[src/rtl/sap_pkg.sv]
`default_nettype none
// ============================================================================
// sap_pkg : opcodes, FSM state encodings and flag indices for the SAP core
// Rev 1.0
// ============================================================================
package sap_pkg;

  localparam logic [3:0] OP_NOP = 4'h0;
  localparam logic [3:0] OP_LDA = 4'h1;
  localparam logic [3:0] OP_STA = 4'h2;
  localparam logic [3:0] OP_LDI = 4'h3;
  localparam logic [3:0] OP_ADD = 4'h4;
  localparam logic [3:0] OP_SUB = 4'h5;
  localparam logic [3:0] OP_JMP = 4'h7;
  localparam logic [3:0] OP_JZ  = 4'h8;
  localparam logic [3:0] OP_JC  = 4'h9;
  localparam logic [3:0] OP_OUT = 4'hA;
  localparam logic [3:0] OP_HLT = 4'hF;

  localparam int FLAG_Z = 0;
  localparam int FLAG_C = 1;

  typedef enum logic [2:0] {
    ST_START = 3'd0,
    ST_FETCH = 3'd1,
    ST_EXEC  = 3'd2,
    ST_MEM   = 3'd3,
    ST_HALT  = 3'd4
  } state_t;

  function automatic logic is_mem_op(input logic [3:0] op);
    return (op == OP_LDA) || (op == OP_STA) || (op == OP_ADD) || (op == OP_SUB);
  endfunction

endpackage
`default_nettype wire

[src/rtl/sap_regfile.sv]
`default_nettype none
// ============================================================================
// sap_regfile : NUM_REGS x DATA_W register file, one write port, two read ports
// Rev 1.0
// ============================================================================
module sap_regfile #(
  parameter int DATA_W   = 16,
  parameter int NUM_REGS = 4,
  parameter int RSEL_W   = $clog2(NUM_REGS)
) (
  input  logic              clk,
  input  logic              rst,
  input  logic              we,
  input  logic [RSEL_W-1:0] waddr,
  input  logic [DATA_W-1:0] wdata,
  input  logic [RSEL_W-1:0] raddr_r,
  output logic [DATA_W-1:0] rdata_r,
  input  logic [RSEL_W-1:0] raddr_out,
  output logic [DATA_W-1:0] rdata_out
);

  logic [DATA_W-1:0] regs_q [NUM_REGS];
  logic [DATA_W-1:0] regs_d [NUM_REGS];

  for (genvar i = 0; i < NUM_REGS; i++) begin : g_reg
    always_comb regs_d[i] = (we && (waddr == RSEL_W'(i))) ? wdata : regs_q[i];

    always_ff @(posedge clk or posedge rst) begin
      if (rst) regs_q[i] <= '0;
      else     regs_q[i] <= regs_d[i];
    end
  end

  assign rdata_r   = regs_q[raddr_r];
  assign rdata_out = regs_q[raddr_out];

endmodule
`default_nettype wire

[src/rtl/sap_core_param.sv]
`default_nettype none
// ============================================================================
// sap_core_param : multicycle SAP core, NUM_REGS registers, req/ready memory port
// Rev 1.0
// ============================================================================
module sap_core_param
  import sap_pkg::*;
#(
  parameter int DATA_W   = 16,
  parameter int ADDR_W   = 8,
  parameter int NUM_REGS = 4
) (
  input  logic              clk,
  input  logic              rst,
  output logic              mem_req,
  output logic              mem_we,
  output logic [ADDR_W-1:0] mem_addr,
  output logic [DATA_W-1:0] mem_wdata,
  input  logic [DATA_W-1:0] mem_rdata,
  input  logic              mem_ready,
  output logic [DATA_W-1:0] out_data,
  output logic              out_valid,
  output logic              halted,
  output logic [ADDR_W-1:0] dbg_pc,
  output logic [2:0]        dbg_state
);

  localparam int RSEL_W = $clog2(NUM_REGS);

  state_t            state_q, state_d;
  logic [ADDR_W-1:0] pc_q, pc_d;
  logic [3:0]        ir_op_q, ir_op_d;
  logic [RSEL_W-1:0] ir_r_q, ir_r_d;
  logic [ADDR_W-1:0] ir_opnd_q, ir_opnd_d;
  logic [1:0]        flags_q, flags_d;
  logic [DATA_W-1:0] out_data_q, out_data_d;
  logic              out_valid_q, out_valid_d;
  logic              halted_q, halted_d;
  logic              mem_req_q, mem_req_d;
  logic              mem_we_q, mem_we_d;
  logic [ADDR_W-1:0] mem_addr_q, mem_addr_d;
  logic [DATA_W-1:0] mem_wdata_q, mem_wdata_d;

  logic              rf_we;
  logic [DATA_W-1:0] rf_wdata;
  logic [DATA_W-1:0] rd_r, rd_out;
  logic [DATA_W:0]   sum, diff;

  sap_regfile #(
    .DATA_W   (DATA_W),
    .NUM_REGS (NUM_REGS),
    .RSEL_W   (RSEL_W)
  ) u_regfile (
    .clk       (clk),
    .rst       (rst),
    .we        (rf_we),
    .waddr     (ir_r_q),
    .wdata     (rf_wdata),
    .raddr_r   (ir_r_q),
    .rdata_r   (rd_r),
    .raddr_out (ir_r_q),
    .rdata_out (rd_out)
  );

  // MSB of the DATA_W+1 result is carry on ADD and borrow on SUB
  assign sum  = {1'b0, rd_r} + {1'b0, mem_rdata};
  assign diff = {1'b0, rd_r} - {1'b0, mem_rdata};

  always_comb begin
    state_d     = state_q;
    pc_d        = pc_q;
    ir_op_d     = ir_op_q;
    ir_r_d      = ir_r_q;
    ir_opnd_d   = ir_opnd_q;
    flags_d     = flags_q;
    out_data_d  = out_data_q;
    out_valid_d = 1'b0;
    rf_we       = 1'b0;
    rf_wdata    = '0;

    case (state_q)
      ST_START: state_d = ST_FETCH;
      ST_FETCH: begin
        if (mem_ready) begin
          ir_op_d   = mem_rdata[DATA_W-1 -: 4];
          ir_r_d    = mem_rdata[DATA_W-5 -: RSEL_W];
          ir_opnd_d = mem_rdata[ADDR_W-1:0];
          pc_d      = pc_q + 1'b1;
          state_d   = ST_EXEC;
        end
      end
      ST_EXEC: begin
        state_d = ST_FETCH;
        case (ir_op_q)
          OP_LDI: begin
            rf_we    = 1'b1;
            rf_wdata = DATA_W'(ir_opnd_q);
          end
          OP_JMP: pc_d = ir_opnd_q;
          OP_JZ:  if (flags_q[FLAG_Z]) pc_d = ir_opnd_q;
          OP_JC:  if (flags_q[FLAG_C]) pc_d = ir_opnd_q;
          OP_OUT: begin
            out_data_d  = rd_out;
            out_valid_d = 1'b1;
          end
          OP_HLT: state_d = ST_HALT;
          default: if (is_mem_op(ir_op_q)) state_d = ST_MEM;
        endcase
      end
      ST_MEM: begin
        if (mem_ready) begin
          state_d = ST_FETCH;
          case (ir_op_q)
            OP_LDA: begin
              rf_we    = 1'b1;
              rf_wdata = mem_rdata;
            end
            OP_ADD: begin
              rf_we           = 1'b1;
              rf_wdata        = sum[DATA_W-1:0];
              flags_d[FLAG_Z] = (sum[DATA_W-1:0] == '0);
              flags_d[FLAG_C] = sum[DATA_W];
            end
            OP_SUB: begin
              rf_we           = 1'b1;
              rf_wdata        = diff[DATA_W-1:0];
              flags_d[FLAG_Z] = (diff[DATA_W-1:0] == '0);
              flags_d[FLAG_C] = diff[DATA_W];
            end
            default: ;
          endcase
        end
      end
      ST_HALT: state_d = ST_HALT;
      default: state_d = ST_START;
    endcase

    // Port outputs are registered from the next state so they are glitch-free
    mem_req_d   = (state_d == ST_FETCH) || (state_d == ST_MEM);
    mem_we_d    = (state_d == ST_MEM) && (ir_op_d == OP_STA);
    mem_addr_d  = (state_d == ST_MEM) ? ir_opnd_d : pc_d;
    mem_wdata_d = mem_we_d ? rd_r : '0;
    halted_d    = (state_d == ST_HALT);
  end

  always_ff @(posedge clk or posedge rst) begin
    if (rst) begin
      state_q     <= ST_START;
      pc_q        <= '0;
      ir_op_q     <= '0;
      ir_r_q      <= '0;
      ir_opnd_q   <= '0;
      flags_q     <= '0;
      out_data_q  <= '0;
      out_valid_q <= 1'b0;
      halted_q    <= 1'b0;
      mem_req_q   <= 1'b0;
      mem_we_q    <= 1'b0;
      mem_addr_q  <= '0;
      mem_wdata_q <= '0;
    end else begin
      state_q     <= state_d;
      pc_q        <= pc_d;
      ir_op_q     <= ir_op_d;
      ir_r_q      <= ir_r_d;
      ir_opnd_q   <= ir_opnd_d;
      flags_q     <= flags_d;
      out_data_q  <= out_data_d;
      out_valid_q <= out_valid_d;
      halted_q    <= halted_d;
      mem_req_q   <= mem_req_d;
      mem_we_q    <= mem_we_d;
      mem_addr_q  <= mem_addr_d;
      mem_wdata_q <= mem_wdata_d;
    end
  end

  assign mem_req   = mem_req_q;
  assign mem_we    = mem_we_q;
  assign mem_addr  = mem_addr_q;
  assign mem_wdata = mem_wdata_q;
  assign out_data  = out_data_q;
  assign out_valid = out_valid_q;
  assign halted    = halted_q;
  assign dbg_pc    = pc_q;
  assign dbg_state = state_q;

endmodule
`default_nettype wire

[config.mk]
export PLATFORM = sky130hd
export DESIGN_NAME = sap_core_param
export DESIGN_NICKNAME = d
export VERILOG_FILES = /design/src/rtl/sap_pkg.sv /design/src/rtl/sap_regfile.sv /design/src/rtl/sap_core_param.sv
export SDC_FILE = /design/constraint.sdc
export NUM_CORES = 1
export LEC_CHECK = 0
export ABC_AREA = 1
export BUFFER_PORTS_ARGS = -buffer_cell sky130_fd_sc_hd__buf_2
export CAP_MARGIN = 20
export CORE_ASPECT_RATIO = 1.1
export CORE_MARGIN = 8
export CORE_UTILIZATION = 45
export DETAILED_ROUTE_END_ITERATION = 6
export GPL_TIMING_DRIVEN = 0
export PLACE_DENSITY = 0.75
export SLEW_MARGIN = 5
export SYNTH_ARGS = -nofsm -noshare
export SYNTH_HDL_FRONTEND = slang
export SYNTH_SLANG_ARGS = --single-unit
export TNS_END_PERCENT = 50
[constraint.sdc]
create_clock -name clk -period 4 [get_ports clk]
set_input_delay 0.2 -clock clk [delete_from_list [all_inputs] [get_ports clk]]
set_output_delay 0.2 -clock clk [all_outputs]
set_load 0.02 [all_outputs]
==> impl_metrics.yaml, run 1 <==
outcome:
  status: "finished clean"
power_and_ir_drop:
  p_leak_nw: 5.24
  total_power_mw: 8.40
  power_density_nw_per_um2: 877
  worst_ir_drop_vdd_v: 0.000336
global_route:
  grt_pass1_wl_um: 38800
  grt_pass1_vias: 7698
  gr-usage-all-layers_pct: 21.1
  antenna_found_initial: 0
  grt_start_max_net_pins: 83
  gr-total-overflow: 0
yosys:
  synth_area_um2: 8250
  ys_seq_area_share_pct: 41.0
  syn_nets: 1183
  synthTopCellsByCount: "nand2_1 (353), inv_1 (170), dfrtp_1 (135)"
  synth.distinct_cells: 41
  synth_edf_count: 0
  ys_top_cells_by_area: "dfrtp_1 (41%), nand2_1 (16%), inv_1 (7.7%)"
  yosysMostFrequentCell: "nand2_1"
  synth_area_per_cell_um2: 7.31
  yosys_warnings: 0
  synth_cells: 1128
  synthFlopType: "dfrtp_1"
  yosysTopAreaCell: "dfrtp_1"
  ys_ff_latch: 135
  synth_top_area_share_pct: 41.0
  async_flop_share_pct: 100
clock_network:
  cts_num_sinks: 135
  clock_latency_ns: 0.42
  clock_path_buffers: 2
  cts_max_level: 4
  cts-buffers-inserted: 17
  clockRootBuffer: "clkbuf_16"
  tritoncts: "yes"
  cts.clk_slew.worst_paths_ns: 0.06
worst_setup_path:
  max_stage_delay_ns: 0.51
  crit_top_cell: "nand3_1"
  crit_path_start_kind: "flop"
  crit_path_cell_trace: "inv_1, nand2_2, inv_1, a22oi_1, and2_1, inv_1, fa_1, nand3_1, nand2_1, nand3_1, nand3_1, nand2_1, nand2_1, o221ai_1, nand3_1, o21ai_0"
  end_kind: "flop"
  crit_family: "simple AND/OR/NAND/NOR gates"
  crit_start: "ir_r_q[1]$_DFFE_PP0P_"
  arrival_ns: 4.09
  cp.required_ns: 4.33
  r2r-start: "ir_r_q[1]$_DFFE_PP0P_"
  crit_slowest_cell: "fa_1"
  path_class: "reg2reg"
  path_buf_inv: 3
  worst-path-max-fanout: 11
floorplanning:
  die_y_um: 158
  ios: 74
  die_w_um: 145
  coreArea_um2: 18200
  rows: 52
  dieArea_um2: 22900
  initial_utilization_pct: 45.3
timing:
  fin_ws_ns: 0.246
  fin_crit_ns: 3.75
  min_period_over_period_pct: 93.9
  tns_ns: 0
  hold_violations: 0
  worst_pin_slew_ns: 0.665
  holdWs_ns: 0.0426
  slew_headroom_pct: 55.7
  finalSetupViolCount: 0
  rsz0062_at_grt: "false"
  drv_slew: 0
  fmax_mhz: 266
  finClkSkew_ns: 0.0113
route:
  wl_met3_um: 1390
  wl_met2_um: 11700
  first_iter_violations: 610
  drc_errors: 0
  wl_met1_um: 10000
  wl_um: 23700
  ant_nets: 0
  wl_per_cell_um: 16.0
  dr.pass1.iters: 5
  vias: 7713
  vias_per_cell: 5.22
  routed.top_layer: "met4"
final_layout:
  diodes: 0
  final_nets: 1276
  utilization_pct: 52.6
  drive_gt1_share_pct: 14.7
  fillers: 1782
  syn_to_final_growth_pct: 16.2
placement:
  io_buffer_count: 73
  place_congestion: 0.953
  hpwlAfterDp_um: 18500
  dp_slack_ns: 0.0166
hold_path:
  hp-start: "mem_ready"
  hold_path_class: "in2reg"
job:
  cap_violations: 0
## flip-flops by register name (all words and copies together) (netlist names), 3 cells and up
| signal | cells |
|---|---|
| u_regfile.regs_q | 64 |
| mem_wdata | 16 |
| out_data | 16 |
| dbg_pc | 8 |
| ir_opnd_q | 8 |
| mem_addr | 8 |
| ir_op_q | 4 |
| dbg_state | 3 |
## what timing repair did
item / 4_1_cts / 5_1_grt
buffers inserted: 0 / 0
cloned: 0 / 0
endpoints found under the setup margin: 8 / 48
endpoints found under the hold margin: 53 / 0
hold buffers: 1 / 0
resized for setup: 2 / 10
## cells in the final DEF (no fill, tap or decap), types with 4 or more instances in the layout
cell type	instances
o221ai_1	8
xor2_1	4
and2_1	9
inv_2	13
nor2_2	13
inv_1	169
nand4_1	11
clkbuf_16	17
ha_1	34
o21ai_0	55
nor2_1	56
nor3_1	9
clkinv_2	4
clkbuf_1	5
buf_2	92
nor2_8	4
nor3_2	4
inv_6	4
buf_6	4
dfrtp_1	135
o21a_1	9
buf_4	4
o22ai_1	17
o21ai_1	59
nand3_1	60
nand2_1	351
a21oi_1	31
a22oi_1	15
## worst reg2reg max path: cells and delay by family, from the launching register on
| family | cells | cell delay, ns |
|---|---|---|
| simple gates | 9 | 1.35 |
| compound gates | 3 | 0.80 |
| fa+ha+maj | 1 | 0.51 |
| flops | 1 | 0.46 |
| buf+inv | 3 | 0.55 |
## cells by family (layout without fill, tap and decap cells)
logic type	count (synthesis)	in the layout	synth area share, %
AO/OA/AOI/OAI	208	208	14.5
flip-flops	135	135	41.0
adder cells (fa/ha/maj)	36	36	5.64
buffers and inverters	219	325	10.8
XOR/XNOR	5	5	0.531
AND/OR/NAND/NOR	525	525	27.5
## stage by stage
step | cells | area [um2]
CTS | 1478 | 9560
floorplan | 1128 | 8250
finish | 1477 | 9590
global placement | 1444 | 8920
detailed placement | 1445 | 8950
global route | 1477 | 9590
## path summary, 6_finish.rpt
| kind | end | cells after the start | slack (ns) |
|---|---|---|---|
| worst min-delay path | dbg_state[1]$_DFF_PP0_ | 2 | 0.04 |
| worst max register to register | u_regfile.regs_q[28]$_DFFE_PP0P_ | 16 | 0.25 |
| min in group asynchronous | mem_wdata[11]$_DFF_PP0_ | 3 | 0.38 |
| max in group asynchronous | u_regfile.regs_q[35]$_DFFE_PP0P_ | 4 | 2.84 |
| worst min register to register | out_data[3]$_DFFE_PP0P_ | 2 | 0.48 |
| worst max-delay path | u_regfile.regs_q[28]$_DFFE_PP0P_ | 16 | 0.25 |
## cell type report
class | instances | area [um2] | share of cell area (%)
clock inverter | 14 | 173 | 1.80
timing repair buffer | 75 | 403 | 4.20
sequential | 135 | 3380 | 35.2
buffer | 32 | 190 | 1.98
tap | 243 | 304 | 3.17
clock buffer | 18 | 429 | 4.48
inverter | 186 | 708 | 7.39
multi-input combinational | 774 | 4000 | 41.7
## metal layers
layer  vias to the layer above  track usage (%)
met3                        39             3.49
met5                         -                0
met4                         0             7.74
met1                      3619             25.3
met2                       266             37.7
li1                       3789                -
## power by group
part	switching (mW)	leakage, nW	internal (mW)
clock network	0.612	0.291	0.985
registers	0.299	1.72	1.88
logic	3.21	3.23	1.43
total	4.12	5.24	4.29
No activity file was read; power rests on OpenSTA's default activity.
==> run 2: changes to the inputs <==
--- a/config.mk
+++ b/config.mk
@@ -13,9 +13,10 @@
 export CORE_UTILIZATION = 45
 export DETAILED_ROUTE_END_ITERATION = 6
 export GPL_TIMING_DRIVEN = 0
-export PLACE_DENSITY = 0.75
+export PLACE_DENSITY = 0.74
 export SLEW_MARGIN = 5
 export SYNTH_ARGS = -nofsm -noshare
 export SYNTH_HDL_FRONTEND = slang
+export SYNTH_HIERARCHICAL = 1
 export SYNTH_SLANG_ARGS = --single-unit
 export TNS_END_PERCENT = 50
==> impl_metrics.yaml, run 2 <==
placement:
  placed_area_um2: 10100
  io_buffer_count: 73
  hpwlAfterDp_um: 23400
  place_congestion: 0.977
route:
  dr.pass1.iters: 7
  ant_nets: 0
  wl_per_cell_um: 17.1
  drc_errors: 14
  wl_um: 30100
  first_iter_violations: 1008
  vias: 9564
  vias_per_cell: 5.42
floorplanning:
  ios: 74
  coreArea_um2: 20500
  initial_utilization_pct: 45.7
  rows: 55
  die_y_um: 167
  die_w_um: 154
  dieArea_um2: 25700
worst_setup_path:
  arrival_ns: 4.12
  end_kind: "flop"
  crit_start: "ir_r_q[0]$_DFFE_PP0P_"
  r2r-start: "ir_r_q[0]$_DFFE_PP0P_"
  crit_path_start_kind: "flop"
  worst-path-max-fanout: 10
  path_class: "reg2reg"
  r2r_slack_ns: 0.19
  cp.required_ns: 4.32
timing:
  slew_headroom_pct: 38.7
  min_period_over_period_pct: 95.2
  fin_crit_ns: 3.81
  drv_slew: 0
  rsz0062_at_grt: "false"
  hold_violations: 0
  tns_ns: 0
  fmax_mhz: 263
  worst_pin_slew_ns: 0.909
  finalSetupViolCount: 0
  finClkSkew_ns: 0.0113
  holdWs_ns: 0.133
yosys:
  ys_seq_area_share_pct: 36.1
  synth_area_um2: 9370
  yosysTopAreaCell: "dfrtp_1"
  ys_ff_latch: 135
  synth_cells: 1401
  yosysMostFrequentCell: "nand2_1"
  synthTopCellsByCount: "nand2_1 (547), inv_1 (213), dfrtp_1 (135)"
  synth.distinct_cells: 44
  ys_top_cells_by_area: "dfrtp_1 (36%), nand2_1 (22%), inv_1 (8.5%)"
  synth_top_area_share_pct: 36.1
  synthFlopType: "dfrtp_1"
  yosys_warnings: 6
  synth_edf_count: 0
  synth_area_per_cell_um2: 6.68
  syn_nets: 1456
  async_flop_share_pct: 100
global_route:
  gr-usage-all-layers_pct: 23.3
  grt_busiest_layer: "met2"
  gr-total-overflow: 0
  grt_pass1_vias: 9040
  grt_pass1_wl_um: 47600
  use_met1_pct: 28.5
  antenna_found_initial: 0
  grt_start_max_net_pins: 68
  met3_usage_pct: 3.89
  grtUsageMet2_pct: 39.5
power_and_ir_drop:
  power_density_nw_per_um2: 714
  p_leak_nw: 6.06
  worst_ir_drop_vdd_v: 0.000262
clock_network:
  cts_setup_buffers: 0
  clock_path_buffers: 2
  cts_max_level: 4
  cts_num_sinks: 135
  cts.clk_slew.worst_paths_ns: 0.06
  tritoncts: "yes"
  cts-buffers-inserted: 17
  clockRootBuffer: "clkbuf_16"
  clock_latency_ns: 0.43
job:
  cap_violations: 0
final_layout:
  final_cell_area_um2: 10700
  layout_commonest_cell: "nand2_1"
  largest_register: "u_regfile/regs_q"
  largest_reg_flops: 64
  mostFrequentLayoutCells: "nand2_1 (546), inv_1 (210), dfrtp_1 (135)"
  drive_gt1_share_pct: 13.2
  syn_to_final_growth_pct: 14.5
  final_nets: 1549
  diodes: 0
outcome:
  status: "complete, but fails checks"
  failed_checks: "DRC"
hold_path:
  hold_path_class: "in2reg"
  hp-start: "mem_rdata[11]"
-- run 2: cell types whose count changed in the layout (fill, tap and decap cells not counted), moves of 10 or more --
cell and delta:
clkbuf_1 +11, nor2_4 +10, o21ai_0 -17, nor2_2 -11, nand4_1 +29, inv_1 +41, nand2_1 +195, nand3_1 +68
o21ai_1 -46, a22oi_1 -14
-- run 2: metrics by stage --
step | total power, mW | std cells | worst slack [ns] | util [%]
floorplan | 4.75 | 1401 | 1.21 | -
global placement | 5.88 | 1730 | 0.0803 | 49.0
detailed placement | 5.94 | 1731 | 0.0797 | 49.2
CTS | 7.54 | 1764 | 0.0537 | 52.1
global route | 8.17 | 1763 | 0.00214 | 52.3
finish | 7.65 | 1763 | 0.193 | 52.3
-- run 2: cell families after synthesis --
family                   synth area share, %
XOR/XNOR                               0.281
adder cells (fa/ha/maj)                 4.97
flip-flops                              36.1
AND/OR/NAND/NOR                         37.8
AO/OA/AOI/OAI                           8.24
buffers and inverters                   12.6
-- run 2: area by class of cell --
| type | instances | area [um2] |
|---|---|---|
| clock inverter | 14 | 158 |
| inverter | 222 | 838 |
| tap | 256 | 320 |
| fill | 1990 | 9790 |
| clock buffer | 18 | 439 |
| multi-input combinational | 983 | 4840 |
| sequential | 135 | 3380 |
| timing repair buffer | 75 | 403 |
| buffer | 60 | 347 |
-- run 2: layer usage --
metal | wire length [um] | share of wire [%]
met1 | 12100 | 40
met3 | 2420 | 8.1
met4 | 1340 | 4.4
met5 | 0 | 0
met2 | 14200 | 47
-- run 2: power by group --
group / internal [mW] / switching [mW]
Sequential: 1.58 / 0.168
Clock: 0.903 / 0.678
Combinational: 1.25 / 3.08
-- run 2: worst paths after layout --
check / endpoint / depth (start not counted)
max in group asynchronous: u_regfile/regs_q[62]$_DFFE_PP0P_ / 3
worst max-delay path: u_regfile/regs_q[53]$_DFFE_PP0P_ / 17
worst min-delay path: ir_r_q[1]$_DFFE_PP0P_ / 3
worst min register to register: out_data[5]$_DFFE_PP0P_ / 2
worst max register to register: u_regfile/regs_q[53]$_DFFE_PP0P_ / 17
min in group asynchronous: out_data[5]$_DFFE_PP0P_ / 3
-- run 2: critical path, cell delays in order (launching register included) --
cell	delay (ns)
dfrtp_1	0.46
buf_2	0.19
inv_1	0.12
buf_2	0.28
nand2_1	0.08
nand3_1	0.07
nand2_1	0.23
ha_1	0.37
clkbuf_1	0.30
inv_1	0.13
a21oi_1	0.21
nand2_1	0.14
xor2_1	0.23
o2bb2ai_1	0.09
a21oi_1	0.37
o22ai_2	0.24
nand3_1	0.15
nand2_1	0.06
-- run 2: what timing repair did --
action | CTS | global route
setup endpoints to repair | 0 | 43
hold buffers | 1 | 0
resized for setup | 0 | 12
hold endpoints to repair | 135 | 0
==> run 3: changes to the inputs <==
--- a/config.mk
+++ b/config.mk
@@ -10,10 +10,10 @@
 export CAP_MARGIN = 20
 export CORE_ASPECT_RATIO = 1.1
 export CORE_MARGIN = 8
-export CORE_UTILIZATION = 45
+export CORE_UTILIZATION = 55
 export DETAILED_ROUTE_END_ITERATION = 6
 export GPL_TIMING_DRIVEN = 0
-export PLACE_DENSITY = 0.74
+export PLACE_DENSITY = 0.86
 export SLEW_MARGIN = 5
 export SYNTH_ARGS = -nofsm -noshare
 export SYNTH_HDL_FRONTEND = slang
==> impl_metrics.yaml, run 3 (synthesis results as in run 2) <==
floorplanning:
  die_w_um: 140
  rows: 50
  die_y_um: 153
  coreArea_um2: 16800
  dieArea_um2: 21500
  initial_utilization_pct: 55.7
  ios: 74
placement:
  dp_slack_ns: 0.318
  placed_area_um2: 10000
  hpwlAfterDp_um: 21900
  io_buffer_count: 73
  dp_cells: 1683
  place_congestion: 1.01
hold_path:
  hold_path_class: "in2reg"
final_layout:
  fin_cells: 1714
  syn_to_final_growth_pct: 13.6
  final_nets: 1550
  final_cell_area_um2: 10600
  fillers: 1427
  diodes: 0
  largest_register: "u_regfile/regs_q"
  utilization_pct: 63.2
  regArea_um2: 3380
  multi_input_area_um2: 4810
  drive_gt1_share_pct: 12.5
  layout_commonest_cell: "nand2_1"
  largest_reg_flops: 64
  mostFrequentLayoutCells: "nand2_1 (547), inv_1 (211), dfrtp_1 (135)"
timing:
  fin_ws_ns: 0.255
  hold_violations: 0
  rsz0062_at_grt: "false"
  fmax_mhz: 267
  finalSetupViolCount: 0
  min_period_over_period_pct: 93.6
  tns_ns: 0
  holdWs_ns: 0.152
  worst_pin_slew_ns: 0.877
  drv_slew: 0
  fin_crit_ns: 3.74
  finClkSkew_ns: 0.0101
  slew_headroom_pct: 40.9
worst_setup_path:
  path_class: "reg2reg"
  crit_top_cell: "nand2_1"
  worst-path-max-fanout: 10
  r2r-start: "ir_r_q[1]$_DFFE_PP0P_"
  crit_end: "u_regfile/regs_q[7]$_DFFE_PP0P_"
  cp.required_ns: 4.35
  crit_path_start_kind: "flop"
  arrival_ns: 4.10
  crit_slowest_cell: "dfrtp_1"
  worstRegToRegCells: 20
  end_kind: "flop"
  worstReg2RegEnd: "u_regfile/regs_q[7]$_DFFE_PP0P_"
  crit_start: "ir_r_q[1]$_DFFE_PP0P_"
  r2r_slack_ns: 0.26
  crit_path_cell_trace: "buf_2, inv_1, buf_2, nand3_1, nand2_1, ha_1, clkbuf_1, nor2_1, inv_1, nor2_1, nand2_1, nand2_1, nand2_1, nand2_1, nand2_1, o21ai_0, a21oi_1, o22ai_1, inv_1, o21ai_2"
  max_stage_delay_ns: 0.45
power_and_ir_drop:
  p_leak_nw: 6.05
  power_density_nw_per_um2: 719
  total_power_mw: 7.65
  worst_ir_drop_vdd_v: 0.000373
clock_network:
  clock_latency_ns: 0.42
  clock_path_buffers: 2
  tritoncts: "yes"
  clockRootBuffer: "clkbuf_16"
  cts_max_level: 4
  cts.clk_slew.worst_paths_ns: 0.06
  cts_setup_buffers: 0
  cts-buffers-inserted: 17
  cts_num_sinks: 135
global_route:
  gr-total-overflow: 0
  gr-usage-all-layers_pct: 26.4
  antenna_found_initial: 0
  grt_start_max_net_pins: 69
  grt_pass1_vias: 9020
  grt_pass1_wl_um: 45300
job:
  cap_violations: 0
route:
  dr.pass1.iters: 7
  drc_errors: 0
  ant_nets: 0
  vias_per_cell: 5.69
  first_iter_violations: 1360
  wl_um: 28900
  wl_per_cell_um: 16.9
  vias: 9745
outcome:
  status: "finished clean"
[run 3: cell count changes in the layout (fill, tap and decap cells not counted), moves of 2 or more]
cell	before	now
bufinv_16	1	3
clkbuf_1	16	18
inv_6	6	2
inv_8	3	0
o22ai_1	11	14
o22ai_2	3	0
[run 3: layout make-up]
cell class                      instances  area share, %
Tap cell                              208           2.45
Inverter                              222           7.88
Multi-Input combinational cell        983           45.2
Timing Repair Buffer                   75           3.79
Clock inverter                         10           1.36
Buffer                                 61           3.27
Clock buffer                           20           4.29
Sequential cell                       135           31.8
[run 3: power by group]
part | switching (mW) | internal (mW)
clock network | 0.604 | 1.01
registers | 0.167 | 1.58
logic | 3.05 | 1.25
total | 3.82 | 3.83
[run 3: worst max-delay path, delay by kind of cell, from the launching register on]
family                   cells  cell delay, ns
AO/OA/AOI/OAI                4            0.70
adder cells (fa/ha/maj)      1            0.28
buffers and inverters        6            1.12
flip-flops                   1            0.45
AND/OR/NAND/NOR              9            1.12
[run 3: how the worst min path moves through the flow]
| stage | startpoint | end | slack (ns) | cells past startpoint |
|---|---|---|---|---|
| final | mem_rdata[11] | ir_r_q[1]$_DFFE_PP0P_ | 0.15 | 3 |
| after global routing | mem_rdata[0] | ir_opnd_q[0]$_DFF_PP0_ | 0.18 | 3 |
| after CTS | mem_rdata[2] | ir_opnd_q[2]$_DFF_PP0_ | 0.14 | 3 |
| after detailed placement | rst | out_data[5]$_DFFE_PP0P_ | 0.11 | 2 |
| after global placement | out_data[5]$_DFFE_PP0P_ | out_data[5]$_DFFE_PP0P_ | 0.45 | 2 |
| after floorplan | mem_ready | dbg_state[1]$_DFF_PP0_ | 0.39 | 1 |
[run 3: what timing repair did]
item | 4_1_cts | 5_1_grt
gates resized for setup | 0 | 4
hold endpoints to repair | 88 | 0
hold buffers | 1 | 0
endpoints found under the setup margin | 0 | 3
[run 3: metal layers]
layer	track usage, %	up-vias	share of wire (%)	wire length, um
met1	32.0	4432	39	11300
li1	-	4572	-	-
met4	16.5	0	6.0	1740
met2	43.4	601	46	13300
met3	3.86	140	9.0	2590
met5	0	-	0	0
